<file path="config.mk">
export PLATFORM = sky130hd
export DESIGN_NAME = mc_control_fsm
export DESIGN_NICKNAME = d
export VERILOG_FILES = /design/src/rtl/mc_isa_pkg.sv /design/src/rtl/mc_branch_eval.sv /design/src/rtl/mc_control_fsm.sv
export SDC_FILE = /design/constraint.sdc
export NUM_CORES = 1
export LEC_CHECK = 0
export CAP_MARGIN = 20
export CORE_UTILIZATION = 48
export CTS_BUF_LIST = sky130_fd_sc_hd__clkbuf_16
export DETAILED_ROUTE_END_ITERATION = 16
export GPL_TIMING_DRIVEN = 0
export HOLD_SLACK_MARGIN = 0.08
export PLACE_DENSITY = 0.8
export SLEW_MARGIN = 20
export SYNTH_ARGS = -nofsm -noshare
export SYNTH_HDL_FRONTEND = slang
export SYNTH_SLANG_ARGS = --single-unit
</file>
<file path="constraint.sdc">
create_clock -name clk -period 2.8 [get_ports clk]
set_input_delay 0.56 -clock clk [delete_from_list [all_inputs] [get_ports clk]]
set_output_delay 0.56 -clock clk [all_outputs]
set_load 0.02 [all_outputs]
</file>
<file path="src/rtl/mc_isa_pkg.sv">
// Shared ISA definitions for the multicycle CPU control path: opcodes,
// ALU operation codes, PC/writeback mux encodings and FSM state codes.
package mc_isa_pkg;

  // Opcodes, instr[31:26]
  localparam logic [5:0] OP_NOP  = 6'b000000;
  localparam logic [5:0] OP_J    = 6'b000001;
  localparam logic [5:0] OP_MOV  = 6'b010000;
  localparam logic [5:0] OP_NOT  = 6'b010001;
  localparam logic [5:0] OP_ADD  = 6'b010010;
  localparam logic [5:0] OP_SUB  = 6'b010011;
  localparam logic [5:0] OP_OR   = 6'b010100;
  localparam logic [5:0] OP_AND  = 6'b010101;
  localparam logic [5:0] OP_XOR  = 6'b010110;
  localparam logic [5:0] OP_SLT  = 6'b010111;
  localparam logic [5:0] OP_BEQ  = 6'b100000;
  localparam logic [5:0] OP_BNE  = 6'b100001;
  localparam logic [5:0] OP_BLT  = 6'b100010;
  localparam logic [5:0] OP_BLE  = 6'b100011;
  localparam logic [5:0] OP_ADDI = 6'b110010;
  localparam logic [5:0] OP_SUBI = 6'b110011;
  localparam logic [5:0] OP_ORI  = 6'b110100;
  localparam logic [5:0] OP_ANDI = 6'b110101;
  localparam logic [5:0] OP_XORI = 6'b110110;
  localparam logic [5:0] OP_SLTI = 6'b110111;
  localparam logic [5:0] OP_LI   = 6'b111001;
  localparam logic [5:0] OP_LUI  = 6'b111010;
  localparam logic [5:0] OP_LWI  = 6'b111011;
  localparam logic [5:0] OP_SWI  = 6'b111100;
  localparam logic [5:0] OP_LW   = 6'b111101;
  localparam logic [5:0] OP_SW   = 6'b111110;

  // ALU operations
  localparam logic [2:0] ALU_MOV = 3'd0;
  localparam logic [2:0] ALU_NOT = 3'd1;
  localparam logic [2:0] ALU_ADD = 3'd2;
  localparam logic [2:0] ALU_SUB = 3'd3;
  localparam logic [2:0] ALU_OR  = 3'd4;
  localparam logic [2:0] ALU_AND = 3'd5;
  localparam logic [2:0] ALU_XOR = 3'd6;
  localparam logic [2:0] ALU_SLT = 3'd7;

  // PC source select
  localparam logic [1:0] PC_SEQ  = 2'd0;
  localparam logic [1:0] PC_BR   = 2'd1;
  localparam logic [1:0] PC_HOLD = 2'd2;

  // Writeback select
  localparam logic [1:0] WB_ALU_OUT  = 2'd0;
  localparam logic [1:0] WB_MEM_DATA = 2'd1;
  localparam logic [1:0] WB_LI_VAL   = 2'd2;
  localparam logic [1:0] WB_LUI_VAL  = 2'd3;

  // FSM state codes (plain constants so older tools can consume them)
  localparam logic [3:0] S_IDLE   = 4'd0;
  localparam logic [3:0] S_FETCH  = 4'd1;
  localparam logic [3:0] S_DECODE = 4'd2;
  localparam logic [3:0] S_EXEC   = 4'd3;
  localparam logic [3:0] S_WB_ALU = 4'd4;
  localparam logic [3:0] S_WB_IMM = 4'd5;
  localparam logic [3:0] S_ADDR   = 4'd6;
  localparam logic [3:0] S_MEM_RD = 4'd7;
  localparam logic [3:0] S_MEM_WR = 4'd8;
  localparam logic [3:0] S_WB_MEM = 4'd9;
  localparam logic [3:0] S_BR_CMP = 4'd10;
  localparam logic [3:0] S_JUMP   = 4'd11;

  // Zero-based addressing (LWI/SWI) forces ALU operand A to zero
  function automatic logic is_base_zero(input logic [5:0] op);
    return (op == OP_LWI) || (op == OP_SWI);
  endfunction

endpackage

</file>
<file path="src/rtl/mc_branch_eval.sv">
// Branch condition evaluation: opcode[1:0] selects BEQ/BNE/BLT/BLE.
module mc_branch_eval (
  input  logic [1:0] br_sel,
  input  logic       cmp_zero,
  input  logic       cmp_neg,
  output logic       taken
);

  // Condition select from the low opcode bits
  always_comb begin
    taken = 1'b0;
    case (br_sel)
      2'b00:   taken = cmp_zero;
      2'b01:   taken = !cmp_zero;
      2'b10:   taken = cmp_neg;
      default: taken = cmp_neg | cmp_zero;
    endcase
  end

endmodule

</file>
<file path="src/rtl/mc_control_fsm.sv">
// Multicycle CPU main control FSM: sequences fetch/decode/execute/memory/
// writeback, drives datapath strobes, resolves branches and counts retires.
module mc_control_fsm
  import mc_isa_pkg::*;
#(
  parameter int CNT_W = 32,
  parameter int OP_W  = 6
) (
  input  logic             clk,
  input  logic             rst_n,
  input  logic             run,
  input  logic [OP_W-1:0]  opcode,
  input  logic             cmp_zero,
  input  logic             cmp_neg,
  input  logic             mem_ready,
  output logic             ir_write,
  output logic             pc_write,
  output logic [1:0]       pc_src,
  output logic             reg_write,
  output logic [1:0]       wb_sel,
  output logic             alu_src_b,
  output logic             base_zero,
  output logic [2:0]       alu_op,
  output logic             mem_read,
  output logic             mem_write,
  output logic             illegal_op,
  output logic [3:0]       state,
  output logic [CNT_W-1:0] instr_retired
);

  logic [3:0]       state_q, state_d;
  logic [CNT_W-1:0] cnt_q, cnt_d;
  logic             retire;
  logic             br_taken;
  logic             is_store;

  mc_branch_eval u_br (
    .br_sel   (opcode[1:0]),
    .cmp_zero (cmp_zero),
    .cmp_neg  (cmp_neg),
    .taken    (br_taken)
  );

  assign is_store = (opcode[5:0] == OP_SWI) || (opcode[5:0] == OP_SW);

  // Next-state selection; also flags the last cycle of each legal instruction
  always_comb begin
    state_d    = state_q;
    retire     = 1'b0;
    illegal_op = 1'b0;
    case (state_q)
      S_IDLE:   if (run) state_d = S_FETCH;
      S_FETCH:  state_d = S_DECODE;
      S_DECODE: begin
        casez (opcode[5:0])
          6'b010???, 6'b110???:            state_d = S_EXEC;
          OP_LI, OP_LUI:                   state_d = S_WB_IMM;
          OP_LWI, OP_LW, OP_SWI, OP_SW:    state_d = S_ADDR;
          6'b1000??:                       state_d = S_BR_CMP;
          OP_J:                            state_d = S_JUMP;
          OP_NOP: begin
            state_d = S_FETCH;
            retire  = 1'b1;
          end
          default: begin
            state_d    = S_FETCH;
            illegal_op = 1'b1;
          end
        endcase
      end
      S_EXEC:   state_d = S_WB_ALU;
      S_ADDR:   state_d = is_store ? S_MEM_WR : S_MEM_RD;
      S_MEM_RD: if (mem_ready) state_d = S_WB_MEM;
      S_MEM_WR: if (mem_ready) begin
        state_d = S_FETCH;
        retire  = 1'b1;
      end
      S_WB_ALU, S_WB_IMM, S_WB_MEM, S_BR_CMP, S_JUMP: begin
        state_d = S_FETCH;
        retire  = 1'b1;
      end
      default:  state_d = S_IDLE;
    endcase
  end

  // Datapath controls decoded from the current state (pc_write in BR_CMP
  // additionally follows the branch flags)
  always_comb begin
    ir_write  = 1'b0;
    pc_write  = 1'b0;
    pc_src    = PC_HOLD;
    reg_write = 1'b0;
    wb_sel    = WB_ALU_OUT;
    alu_src_b = 1'b0;
    base_zero = 1'b0;
    alu_op    = ALU_MOV;
    mem_read  = 1'b0;
    mem_write = 1'b0;
    case (state_q)
      S_FETCH: begin
        ir_write = 1'b1;
        pc_write = 1'b1;
        pc_src   = PC_SEQ;
      end
      S_EXEC: begin
        alu_op    = opcode[2:0];
        alu_src_b = opcode[5];
      end
      S_WB_ALU: begin
        reg_write = 1'b1;
        alu_op    = opcode[2:0];
        alu_src_b = opcode[5];
      end
      S_WB_IMM: begin
        reg_write = 1'b1;
        wb_sel    = (opcode[5:0] == OP_LI) ? WB_LI_VAL : WB_LUI_VAL;
      end
      S_ADDR, S_MEM_RD, S_MEM_WR: begin
        alu_op    = ALU_ADD;
        alu_src_b = 1'b1;
        base_zero = is_base_zero(opcode[5:0]);
        mem_read  = (state_q == S_MEM_RD);
        mem_write = (state_q == S_MEM_WR);
      end
      S_WB_MEM: begin
        reg_write = 1'b1;
        wb_sel    = WB_MEM_DATA;
      end
      S_BR_CMP: begin
        alu_op   = ALU_SUB;
        pc_write = br_taken;
        if (br_taken) pc_src = PC_BR;
      end
      S_JUMP: begin
        pc_write = 1'b1;
        pc_src   = PC_BR;
      end
      default: ;
    endcase
  end

  // Retired-instruction counter, wraps naturally
  always_comb cnt_d = retire ? cnt_q + CNT_W'(1) : cnt_q;

  // State and counter registers
  always_ff @(posedge clk or negedge rst_n) begin
    if (!rst_n) begin
      state_q <= S_IDLE;
      cnt_q   <= '0;
    end else begin
      state_q <= state_d;
      cnt_q   <= cnt_d;
    end
  end

  assign state         = state_q;
  assign instr_retired = cnt_q;

endmodule

</file>
==> results.ini <==
[final_layout]
fin_nets = 329
drive_gt1_share_pct = 8.861
final_util_pct = 69.67
fillCellCount = 359
multi_input_area_um2 = 1259
area_delta_synth_final_pct = 38.48
regArea_um2 = 900.9
diodes = 0

[yosys]
syn-num-nets = 261
synth_edf_count = 0
synth-seq-area-share_pct = 40.56
yosysTopAreaCellShare_pct = 40.56
yosysMostFrequentCell = dfrtp_1
syn-cell-area_um2 = 2221
synthFlopType = dfrtp_1
synth_cell_types = 46
async_reset_ff_share_pct = 100.0
synth.avg_cell_area_um2 = 8.955
ys_ff_latch = 36
ys_top_cells_by_count = 36 x dfrtp_1, 23 x nand2_1, 18 x nor2_1, 18 x xor2_1, 16 x xnor2_1
synth_top_cell_by_area = dfrtp_1
yosys-top-cells-area = dfrtp_1 41%, xor2_1 7.1%, xnor2_1 6.3%
synth_cells = 248
synth-warning-count = 0

[clock_tree]
cts_tree = built
postCtsSetupRepairBufs = 0
cts_sinks = 36
cts.clk_slew.worst_paths_ns = 0.05
cts_buffers = 5
root_buffer = clkbuf_16
cts_buffer_depth = 2
cts_max_level = 2
clock_latency_ns = 0.28

[pwr]
pwr-share-seq_pct = 29.5
ir_drop_v = 0.0005605
pwr-share-comb_pct = 49.4
leakagePower_uw = 0.001279
p_int_uw = 1437
clkPwrFrac_pct = 21.1
powerDensity_nw_per_um2 = 784.1
p_sw_share_pct = 40.40
finalPower_uw = 2412
p_sw_uw = 974.2

[critical_path]
cp_top_family = buffers and inverters
critPathMaxStageDelay_ns = 0.47
timing.rr.end = instr_retired[5]
worst-setup-path-type = input port to primary output
path_cells = clkdlybuf4s50_1 -> buf_4 -> nand2b_1 -> nor2_1 -> o21ai_0 -> o221ai_2 -> nor3_2 -> buf_2
cp_data_required_time_ns = 2.24
critical_path_buf_inv_count = 3
endpoint_kind = primary output
arrival_ns = 2.15
critPathLaunchType = input port
cp_max_fo = 10
r2r-start = state[1]
cp_slowest_cell = clkdlybuf4s50_1
rrSetupSlack_ns = 0.46
r2r_cells = 5

[timing]
slew_violations = 0
skew_ns = 0.002627
setup_violations = 0
fmax_ghz = 0.3684
finalCritPeriodShare_pct = 96.95
finalHoldViolations = 0
worst_pin_slew_ns = 0.5862
slew_headroom_pct = 60.56
fin_crit_ns = 2.715

[status]
status = finished clean

[global_route]
grt_max_degree = 25
grt_use_met2_pct = 37.18
grt.total_usage_pct = 23.07
grtUsageMet3_pct = 4.906
grt_pass1_vias = 1954
grt_use_met1_pct = 29.98
gr-total-overflow = 0
grt_pass1_wl_um = 8970
antenna_found_initial = 0
grt.busiest_layer = met2

[detailed_routing]
ant_nets = 0
drtPass1Iterations = 4
drtIter0Drc = 157
via_per_inst = 5.698
drc = 0
wire_per_inst_um = 14.68
finalWirelength_um = 5404
num_vias = 2097

[floorplanning]
die_h_um = 70.02
ios = 63
rows = 24
fp.coreArea_um2 = 4414
initial_core_util_pct = 50.31
die_w_um = 70.02
dieArea_um2 = 4903

[placed_design]
place.gp.congestion = 0.8905
dp_hpwl_um = 3970
portBuffers = 62

[job]
max-cap-violations = 0

[hold_path]
hp-class = input port to asynchronous set/reset pin

[power by group through the flow]
stage	sequential, µW	combinational, µW	clock (µW)
CTS	694	1210	517
detailed placement	689	1240	0
global route	729	1280	548
finish	711	1190	508
global placement	685	1230	0
floorplan	747	715	0
[per-stage QoR]
stage	std cells	worst slack [ns]	instance area (µm²)	setup TNS, ns	hold WS (ns)
after global routing	368	-0.002251	3075	-0.002251	0.1971
after global placement	362	-0.6140	2907	-2.879	0.4604
after detailed placement	363	-0.6259	2929	-2.888	0.4753
after CTS	369	0.008289	3062	0	0.1870
final	368	0.08528	3075	0	0.1779
after floorplan	248	0.3839	2221	0	0.2644
[how the worst max path moves through the flow]
stage          startpoint    endpoint  slack (ns)  cells past startpoint
6_report        opcode[0]  illegal_op        0.09                      8
5_1_grt         opcode[0]  illegal_op      -0.002                      8
4_1_cts         opcode[0]    pc_write       0.008                      8
3_5_place_dp    opcode[0]  illegal_op       -0.63                      8
3_3_place_gp    opcode[0]  illegal_op       -0.61                      8
2_1_floorplan    state[1]   base_zero        0.38                      4
[final cells by class]
| class | count | share of cell area (%) |
|---|---|---|
| Timing Repair Buffer | 63 | 20.38 |
| Clock buffer | 5 | 4.068 |
| Clock inverter | 2 | 0.2441 |
| Multi-Input combinational cell | 194 | 40.93 |
| Sequential cell | 36 | 29.29 |
| Tap cell | 52 | 2.116 |
| Inverter | 6 | 0.7323 |
| Buffer | 10 | 2.238 |
[layout by cell type, fill, tap and decap left out, types with 3 or more instances in the layout]
master,Yosys,final
clkdlybuf4s50_1,0,51
buf_2,0,5
nand2_1,23,23
clkbuf_16,0,5
nor2_1,18,18
nor4_1,6,6
o22ai_1,4,4
a21oi_1,8,8
nand4_1,8,8
o211ai_1,3,3
nor2b_1,4,4
nand3_1,11,10
or3_1,6,6
xor2_1,18,18
o21bai_1,3,3
dfrtp_1,36,36
nor3_1,15,13
dlygate4sd2_1,0,7
inv_1,6,6
o21ai_0,6,6
and3_1,6,6
xnor2_1,16,16
nand2b_1,7,7
[repair_timing]
item,4_1_cts,5_1_grt
resized for setup,24,10
hold buffers,0,0
pin swaps,1,1
endpoints found under the setup margin,12,7
[layer usage]
layer / part of all wire (%) / vias up
li1: - / 1036
met1: 44 / 978
met2: 49 / 72
met3: 5.1 / 11
met4: 1.9 / 0
met5: 0 / -
[logic make-up (layout without fill, tap and decap cells)]
kind of cell / after synthesis / after routing / share of synthesized area [%]
AO/OA/AOI/OAI: 45 / 45 / 14.20
XOR/XNOR: 34 / 34 / 13.41
adder cells (fa/ha/maj): 1 / 1 / 0.5633
buffers and inverters: 18 / 86 / 3.718
flip-flops: 36 / 36 / 40.56
multiplexers: 2 / 2 / 0.9577
AND/OR/NAND/NOR: 112 / 112 / 26.59
[sequential cells by signal, indices dropped and copies added (netlist names)]
name and cells:
instr_retired 32, state 4
No activity file was read; power rests on OpenSTA's default activity.
